==> src/rtl/vending_pkg.sv <==
// Shared constants and state encoding for the 15-unit single-product vending controller.
package vending_pkg;

  typedef logic [1:0] state_t;

  localparam state_t S0  = 2'b00;
  localparam state_t S5  = 2'b01;
  localparam state_t S10 = 2'b10;
  localparam state_t SIll = 2'b11;

  localparam int unsigned COIN_5  = 5;
  localparam int unsigned COIN_10 = 10;
  localparam int unsigned PRICE   = 15;

  function automatic logic [4:0] state_credit(input state_t st);
    unique case (st)
      S5:      state_credit = 5'(COIN_5);
      S10:     state_credit = 5'(COIN_10);
      default: state_credit = 5'd0;
    endcase
  endfunction

  function automatic state_t credit_state(input logic [4:0] credit);
    case (credit)
      5'(COIN_5):  credit_state = S5;
      5'(COIN_10): credit_state = S10;
      default:     credit_state = S0;
    endcase
  endfunction

endpackage

==> src/rtl/vending_machine.sv <==
// Coin-accepting vending FSM: tracks credit in 5-unit steps, pulses dout on a sale and
// ret when 20 units were paid.
module vending_machine
  import vending_pkg::*;
(
  input  logic clk,
  input  logic rst,
  input  logic i,
  input  logic j,
  output logic dout,
  output logic ret
);

  state_t     ps;
  state_t     ps_d;
  logic       dout_d;
  logic       ret_d;
  logic [4:0] coin_val;
  logic [4:0] credit_sum;

  always_comb begin
    coin_val = 5'd0;
    // Simultaneous or unknown strobes fall to default and count as no coin.
    case ({i, j})
      2'b10:   coin_val = 5'(COIN_5);
      2'b01:   coin_val = 5'(COIN_10);
      default: coin_val = 5'd0;
    endcase
  end

  assign credit_sum = state_credit(ps) + coin_val;

  always_comb begin
    ps_d   = ps;
    dout_d = 1'b0;
    ret_d  = 1'b0;
    if (ps == SIll) begin
      ps_d = S0;
    end else if (credit_sum >= 5'(PRICE)) begin
      ps_d   = S0;
      dout_d = 1'b1;
      ret_d  = (credit_sum > 5'(PRICE));
    end else begin
      ps_d = credit_state(credit_sum);
    end
  end

  always_ff @(posedge clk or posedge rst) begin
    if (rst) begin
      ps   <= S0;
      dout <= 1'b0;
      ret  <= 1'b0;
    end else begin
      ps   <= ps_d;
      dout <= dout_d;
      ret  <= ret_d;
    end
  end

endmodule

==> config.mk <==
export PLATFORM = sky130hd
export DESIGN_NAME = vending_machine
export DESIGN_NICKNAME = d
export VERILOG_FILES = /design/src/rtl/vending_pkg.sv /design/src/rtl/vending_machine.sv
export SDC_FILE = /design/constraint.sdc
export NUM_CORES = 1
export LEC_CHECK = 0
export ABC_AREA = 0
export BUFFER_PORTS_ARGS = -buffer_cell sky130_fd_sc_hd__buf_2
export CAP_MARGIN = 25
export CORE_AREA = 2 2 39 41
export DETAILED_ROUTE_END_ITERATION = 10
export DIE_AREA = 0 0 41 43
export GPL_ROUTABILITY_DRIVEN = 0
export PLACE_DENSITY = 0.46
export REMOVE_ABC_BUFFERS = 1
export SYNTH_ARGS = -nofsm -noshare
export SYNTH_HDL_FRONTEND = slang
export SYNTH_SLANG_ARGS = --single-unit
==> constraint.sdc <==
create_clock -name clk -period 1.93 [get_ports clk]
set_clock_uncertainty 0.05 [all_clocks]
set_input_delay 0.0965 -clock clk [delete_from_list [all_inputs] [get_ports clk]]
set_output_delay 0.0965 -clock clk [all_outputs]
set_load 0.005 [all_outputs]
### Word level (Yosys, flattened, before mapping)

Cells that the tools add are included.

| storage, ports and cells | value |
|---|---|
| word-level logic and storage cells | 22 |
| output and inout port bits | 2 |
| register bits after elaboration | 4 |

| cells by class | value |
|---|---|
| $add $sub $neg | 1 |
| magnitude comparators | 2 |
| multiplexer cells | 9 |
| eq/ne operators | 7 |

Operators with widths:

| operator | number |
|---|---|
| one-hot mux 4 bit (2 select lines) | 2 |
| equality test 2 bit, second input constant | 3 |
| adder 5 bit | 1 |
| equality test 5 x 3 -> 1 bit, second input constant | 1 |
| equality test 5 x 4 -> 1 bit, second input constant | 1 |
| greater-or-equal comparator 5 x 4 -> 1 bit, second input constant | 1 |
| greater-than comparator 5 x 4 -> 1 bit, second input constant | 1 |
| equality test 2 x 1 -> 1 bit, second input constant | 2 |
| two-way mux 1 bit | 4 |
| two-way mux 2 bit | 2 |
| one-hot mux 2 bit (2 select lines) | 1 |

### Depth between registers and ports, before layout

Gate-level depths: netlist of the first run.

| logic depth | value |
|---|---|
| word-level depth | 7 |
| mapped depth | 5 |

### Least setup slack after synthesis of the first run

Ideal clock, no wire load.

| path | value |
|---|---|
| path kind | register to register |
| start point | reg ps[0] |
| end point | reg ps[0] |
| path slack | 0.152 ns |
| path buffers | 0 |
| period minus slack after synthesis | 1.778 ns |
| stages on the path, launching flop included | 6 |
| required time | 1.769 ns |
| arrival | 1.617 ns |
| path through | dfrtp_1 nor2b_1 ha_1 fa_1 a21o_1 a2111oi_2 |

| on the way | value |
|---|---|
| longest elaborated chain between the ends | 7 |
| elaborated cells between the ends (all ways) | 11 |
| those cells by class | add/sub (1); order compare (1); eq/ne (5); mux (4) |

Ends and longest elaborated chain:

| element | line | text |
|---|---|---|
| start, declared | vending_machine.sv:14 | `state_t ps;` |
| start signal, assigned | vending_machine.sv:54 | `ps <= ps_d;` |
| parallel branches: the longest is 6 deep, another holds adder 5 bit | - |  |
| two-way mux 2 bit (*) | vending_machine.sv:37 | `if (ps == SIll) begin` |
| named net ps_d[0] | vending_machine.sv:15 | `state_t ps_d;` |

Mark *: on every way through the listed nets, which the timed path passes.

### Final worst setup path of the first run

Ends and elaborated chain as after synthesis.

==> results of run 1 <==
## metal layers
metal	track usage, %	vias to the layer above	share of wire (%)
met2	9.38	8	48
li1	-	100	-
met4	6.00	0	0
met3	3.14	0	6.8
met1	9.39	90	45
met5	0	-	0
## flip-flops by register name, indices dropped and copies added, names as in the netlist
register,flops
ret,1
dout,1
ps,2
## per-stage QoR
stage / util (%) / total power, mW / hold WS, ps / std cells
finish: 26.3 / 0.330 / 235 / 48
global route: 26.3 / 0.362 / 275 / 48
CTS: 24.6 / 0.313 / 232 / 48
detailed placement: 22.2 / 0.203 / -66.7 / 44
global placement: 22.2 / 0.199 / -72.8 / 44
floorplan: - / 0.178 / -187 / 22
## final cells by class
type	instances	area (um^2)	share of cell area [%]
multi-input combinational	16	171	47.1
inverter	2	7.51	2.06
sequential	4	100	27.5
clock buffer	3	22.5	6.19
tap	16	20.0	5.50
timing repair buffer	7	42.5	11.7
## worst paths after layout
kind | endpoint | from | slack [ps]
max | ps[0]$_DFF_PP0_ | ps[0]$_DFF_PP0_ | 100
min | ps[1]$_DFF_PP0_ | rst | 230
max reg2reg | ps[0]$_DFF_PP0_ | ps[0]$_DFF_PP0_ | 100
min reg2reg | dout$_DFF_PP0_ | ps[0]$_DFF_PP0_ | 490
max in group asynchronous | ret$_DFF_PP0_ | rst | 1440
min in group clk | ps[1]$_DFF_PP0_ | j | 340
## report_power, final
group	switching (mW)	internal, mW
sequential	0.0133	0.0975
clock	0.0344	0.0696
combinational	0.0556	0.0595
total	0.103	0.227
## placed cells by master, fill, tap and decap left out
cell and n:
a2111oi_4 1, a21o_1 1, dfrtp_1 4, inv_1 2, nor4b_2 1, a21oi_1 1
fa_2 1, xnor2_1 1, ha_1 2, a21boi_0 1, nor2b_2 1, dlygate4sd3_1 1
o21ai_1 1, nor2b_1 3, or3_4 1, clkbuf_4 3, a41oi_1 1, buf_4 1
buf_2 5
## worst max-delay path, cell delays in order, from the launching register on
cell       delay [ps]
dfrtp_1           410
nor2b_1           150
ha_1              210
fa_2              370
a21o_1            210
a2111oi_4         310
## logic make-up (layout without fill, tap and decap cells)
kind of cell	count (synthesis)	count (layout)	share of synthesized area, %
fa+ha+maj	3	3	17.6
compound gates	6	6	19.1
xor+xnor	1	1	3.43
simple gates	6	6	17.6
flops	4	4	39.2
buf+inv	2	12	2.94
## repair_timing
item,in CTS,in global routing
hold buffers,1,0
endpoints found under the hold margin,4,0
gates resized for setup,0,4
setup endpoints to repair,0,2
==> qor.txt, run 1 <==
Highest clock rate - 546 MHz
# Post-CTS Setup Buffers - 0
Largest net degree at the start of global routing - 6
Status - complete, no violations
Worst Path Required - 2010 ps
I/O pin count - 6
Min-Delay Path Class - in -> async
Initial antenna violation count - 0
Sequential area share after synthesis - 39.2%
Clk buf depth - 2
CTS tree - yes
Antenna cell count - 0
CORE AREA - 0.00138 mm^2
Total CTS buffers - 3
Vias per cell - 4.13
Port bufs - 5
Kind of critical path - reg -> reg
Netlist Area Pre-Place - 255 um^2
YS warnings - 0
Power per cell area - 906 mW/mm^2
Lkg Pwr - 0.176 nW
Setup ws final - 99.9 ps
H-Tree Depth - 1
Drt total wl - 513 um
Top cell type's share of synthesized area - 39.2%
Avg WL per Cell - 10.7 um
Worst-case reg-to-reg path depth - 5
Period utilization - 94.8%
Die W - 41 um
Drt first pass iters - 1
Die height - 43 um
Layout cells sized above 1 - 43.8%
First-pass GRT wire length - 869 um
Synth cell count leaders - 4 x dfrtp_1, 4 x nor2b_1, 2 x ha_1, 2 x inv_1
Final setup violation count - 0
Startpoint types - register
Slew @ Worst Pin - 282 ps
Top cell type by total area after synthesis - dfrtp_1
Mean post-synth cell area - 11.6 um^2
Asr flop ratio synth - 100%
DRT iter0 DRCs - 0
Clock transition at path regs - 40 ps
Synthesis-to-finish area growth - 42.6%
Max-cap violations - 0
Synth cell types - 14
Final setup TNS - 0 ps
Minimum clock period after layout - 1830 ps
Final Hold Fails - 0
Fin nets - 41
Crit end category - register
# fillers - 146
Placed Area - 308 um^2
HPWL Detailed - 370 um
Clock Sinks - 4
Synth area leaders - dfrtp_1 39%, ha_1 9.8%, nor2b_1 9.8%
Critical Path Fanout Max - 5
Post-synth EDFFs - 0
Main flop type after synthesis - dfrtp_1
Residual DRC - 0
CP Data Arrival Time - 1910 ps
Num rows - 14
Vias - 198
Final Cell Area - 364 um^2
Yosys reg bits - 4
Initial Util - 18.4%
Fin. max-slew vios - 0
Setup repair after global routing missed its margin - no
Die area - 0.00176 mm^2
VDD IR max - 234 uV
GRT Total Usage - 7.44%
Total congestion overflow - 0
DP Worst Slack - 44.1 ps
Rel. slew slack - 81.1%
Clk Latency, worst-skew pair - 230 ps
ANT nets after route - 0
Root buf cell - clkbuf_4
Post-Syn Instances - 22
Number of global-route vias before repair - 231
Note: power is estimated with default switching activity, not from simulation.
==> inputs of run 2 (changes only) <==
--- a/config.mk
+++ b/config.mk
@@ -5,14 +5,14 @@
 export SDC_FILE = /design/constraint.sdc
 export NUM_CORES = 1
 export LEC_CHECK = 0
-export ABC_AREA = 0
+export ABC_AREA = 1
 export BUFFER_PORTS_ARGS = -buffer_cell sky130_fd_sc_hd__buf_2
 export CAP_MARGIN = 25
 export CORE_AREA = 2 2 39 41
 export DETAILED_ROUTE_END_ITERATION = 10
 export DIE_AREA = 0 0 41 43
 export GPL_ROUTABILITY_DRIVEN = 0
-export PLACE_DENSITY = 0.46
+export PLACE_DENSITY = 0.48
 export REMOVE_ABC_BUFFERS = 1
 export SYNTH_ARGS = -nofsm -noshare
 export SYNTH_HDL_FRONTEND = slang
==> qor.txt, run 2 <==
Status - complete, no violations
Layout cells sized above 1 - 30.4% (-13 points)
Kind of critical path - reg -> reg
Final Non-Filler Cells - 62 (+29%)
Highest clock rate - 613 MHz (+12%)
Share of total power in the clock network - 33.4% (+1.9 points)
Period utilization - 84.5% (-10 points)
Worst path top cell family by delay - adder cells
Post-synth EDFFs - 0 (unchanged)
Clk buf depth - 2 (unchanged)
CP peak stage delay - 530 ps (+120 ps)
Number of flip-flops in the largest register - 2 (unchanged)
Setup repair after global routing missed its margin - no
Critical Path Fanout Max - 3 (-2)
VDD IR max - 138 uV (-41%)
Final setup violation count - 0 (unchanged)
I/O pin count - 6 (unchanged)
# fillers - 154 (+5.5%)
GRT Total Usage - 6.92% (-0.52 points)
CP Data Arrival Time - 1750 ps (-160 ps)
Rel. slew slack - 85.7% (+4.6 points)
Commonest non-fill, non-tap cell in the layout - inv_1
First-pass GRT wire length - 752 um (-13%)
Largest net degree at the start of global routing - 5 (-1)
Startpoint types - register
Logic pwr share - 32.7% (-2.2 points)
Final Cell Area - 360 um^2 (-1.0%)
Total congestion overflow - 0 (unchanged)
Avg WL per Cell - 8.03 um (-25%)
Residual DRC - 0 (unchanged)
Die W - 41 um (unchanged)
Yosys reg bits - 4 (unchanged)
Fin nets - 55 (+34%)
Top cell type's share of synthesized area - 35.4% (-3.8 points)
Initial Util - 20.4% (+2.0 points)
Die area - 0.00176 mm^2 (unchanged)
Num rows - 14 (unchanged)
Lkg Pwr - 0.223 nW (+27%)
Synth cell count leaders - 9 x inv_1, 7 x nor2_1, 5 x nand2_1
Power per cell area - 857 mW/mm^2 (-5.4%)
Worst Path Required - 2050 ps (+40 ps)
Crit end category - register
Top cell type by total area after synthesis - dfrtp_1
Register with the most flip-flops - ps
Synthesis-to-finish area growth - 27.4%
Main flop type after synthesis - dfrtp_1
Drt first pass iters - 5 (+4)
Netlist Area Pre-Place - 283 um^2 (+11%)
H-Tree Depth - 1 (unchanged)
Root buf cell - clkbuf_4
Net Sw Power - 100 uW (-3.3%)
Fin. max-slew vios - 0 (unchanged)
Mean post-synth cell area - 7.64 um^2 (-34%)
Die height - 43 um (unchanged)
Number of global-route vias before repair - 226 (-2.2%)
Clock transition at path regs - 40 ps (about the same)
Most frequent cells in the layout - 9 x inv_1, 7 x nor2_1, 5 x nand2_1, 5 x buf_2, 4 x dfrtp_1
Placed Cells - 58 (+32%)
YS warnings - 0 (unchanged)
HPWL Detailed - 423 um (+14%)
Crit-path cells - inv_1 > nor2_1 > ha_1 > fa_1 > nand2_1 > nor2_1 > nand3_1 > nand2_1
Slowest-stage cell, CP - fa_1
WP depth - 8 (+3)
Minimum clock period after layout - 1630 ps (-200 ps)
Sequential area share after synthesis - 35.4% (-3.8 points)
Most numerous cell in the Yosys netlist - inv_1
Worst-case reg-to-reg path depth - 8 (+3)
Min-Delay Path Class - in -> async
Clk Latency, worst-skew pair - 240 ps (about the same)
Synth cell types - 11 (-3)
Vias - 251 (+27%)
Asr flop ratio synth - 100% (unchanged)
Drt total wl - 498 um (-2.9%)
CTS tree - yes
Total CTS buffers - 3 (unchanged)
Synth area leaders - dfrtp_1 35%, inv_1 12%, nor2_1 9.3%
Switching share of power - 32.4% (+1.0 points)
Port bufs - 5 (unchanged)
Clock Sinks - 4 (unchanged)
Max-cap violations - 0 (unchanged)
Buffers & Inverters on Critical Path - 1 (+1)
Pint - 209 uW (-7.8%)
Regs by FF count - ps (2), dout (1), ret (1)
Reg power frac - 34.0% (+0.4 points)
Placed Area - 328 um^2 (+6.5%)
ANT nets after route - 0 (unchanged)
Final setup TNS - 0 ps (unchanged)
Antenna cell count - 0 (unchanged)
Slew @ Worst Pin - 213 ps (-68.2 ps)
Post-Syn Instances - 37 (+68%)
DRT iter0 DRCs - 3 (+3)
CORE AREA - 0.00138 mm^2 (unchanged)
Vias per cell - 4.05 (-1.9%)
Initial antenna violation count - 0 (unchanged)
Final Hold Fails - 0 (unchanged)
## run 2: cell count changes after synthesis, sizes merged, moves of 4 or more
cell / change
nor2b: -4
nor2: +8
inv: +7
nand2: +8
nand3: +4
## run 2: cells by family (layout without fill, tap and decap cells)
family	Yosys count	count (layout)	synth area share, %
buf+inv	9	18	11.9
fa+ha+maj	3	3	15.9
flops	4	4	35.4
compound gates	1	1	3.10
simple gates	20	20	33.6
## run 2: path summary, 6_finish.rpt
check,startpoint,end,slack [ps]
min in group clk,i,ps[1]$_DFF_PP0_,430
worst min register to register,ps[1]$_DFF_PP0_,ret$_DFF_PP0_,600
worst min-delay path,rst,ps[0]$_DFF_PP0_,240
max in group asynchronous,rst,ret$_DFF_PP0_,1440
worst max-delay path,ps[0]$_DFF_PP0_,dout$_DFF_PP0_,300
worst max register to register,ps[0]$_DFF_PP0_,dout$_DFF_PP0_,300
## run 2: metal layers
layer	vias to the layer above	track usage [%]	wire [um]
met1	113	5.77	191
met3	3	1.57	23
met2	7	10.3	276
li1	128	-	-
met5	-	0	0
met4	0	10.0	8
## run 2: repair_timing
action	CTS	global route
hold buffers	1	0
endpoints found under the hold margin	4	0
setup buffers	0	0
gates resized for setup	0	0
## run 2: power groups by stage
stage | sequential [mW] | clock (mW) | combinational, mW
5_1_grt | 0.106 | 0.112 | 0.113
3_3_place_gp | 0.106 | 0 | 0.0992
3_5_place_dp | 0.106 | 0 | 0.101
4_1_cts | 0.105 | 0.106 | 0.103
2_1_floorplan | 0.105 | 0 | 0.0790
6_report | 0.105 | 0.103 | 0.101
## run 2: worst reg2reg max path, cell delays in order, from the launching register on
cell,delay (ps)
dfrtp_1,390
inv_1,60
nor2_1,40
ha_1,200
fa_1,530
nand2_1,60
nor2_1,100
nand3_1,80
nand2_1,60
## run 2: cell type report
class                   instances  area (um^2)  area share [%]
multi-input cells              24          149            41.3
clock buffers                   3         22.5            6.25
inverters                       9         33.8            9.37
flip-flops and latches          4          100            27.8
well taps                      16         20.0            5.56
repair buffers                  6         35.0            9.72
## run 2: stage by stage
| step | util [%] | hold slack, ps | setup WS, ps | power, mW |
|---|---|---|---|---|
| 5_1_grt | 26.0 | 270 | 215 | 0.331 |
| 3_3_place_gp | 23.7 | -72.0 | 310 | 0.205 |
| 2_1_floorplan | - | -187 | 407 | 0.184 |
| 4_1_cts | 26.0 | 231 | 286 | 0.314 |
| 6_report | 26.0 | 236 | 300 | 0.309 |
| 3_5_place_dp | 23.7 | -61.9 | 305 | 0.207 |
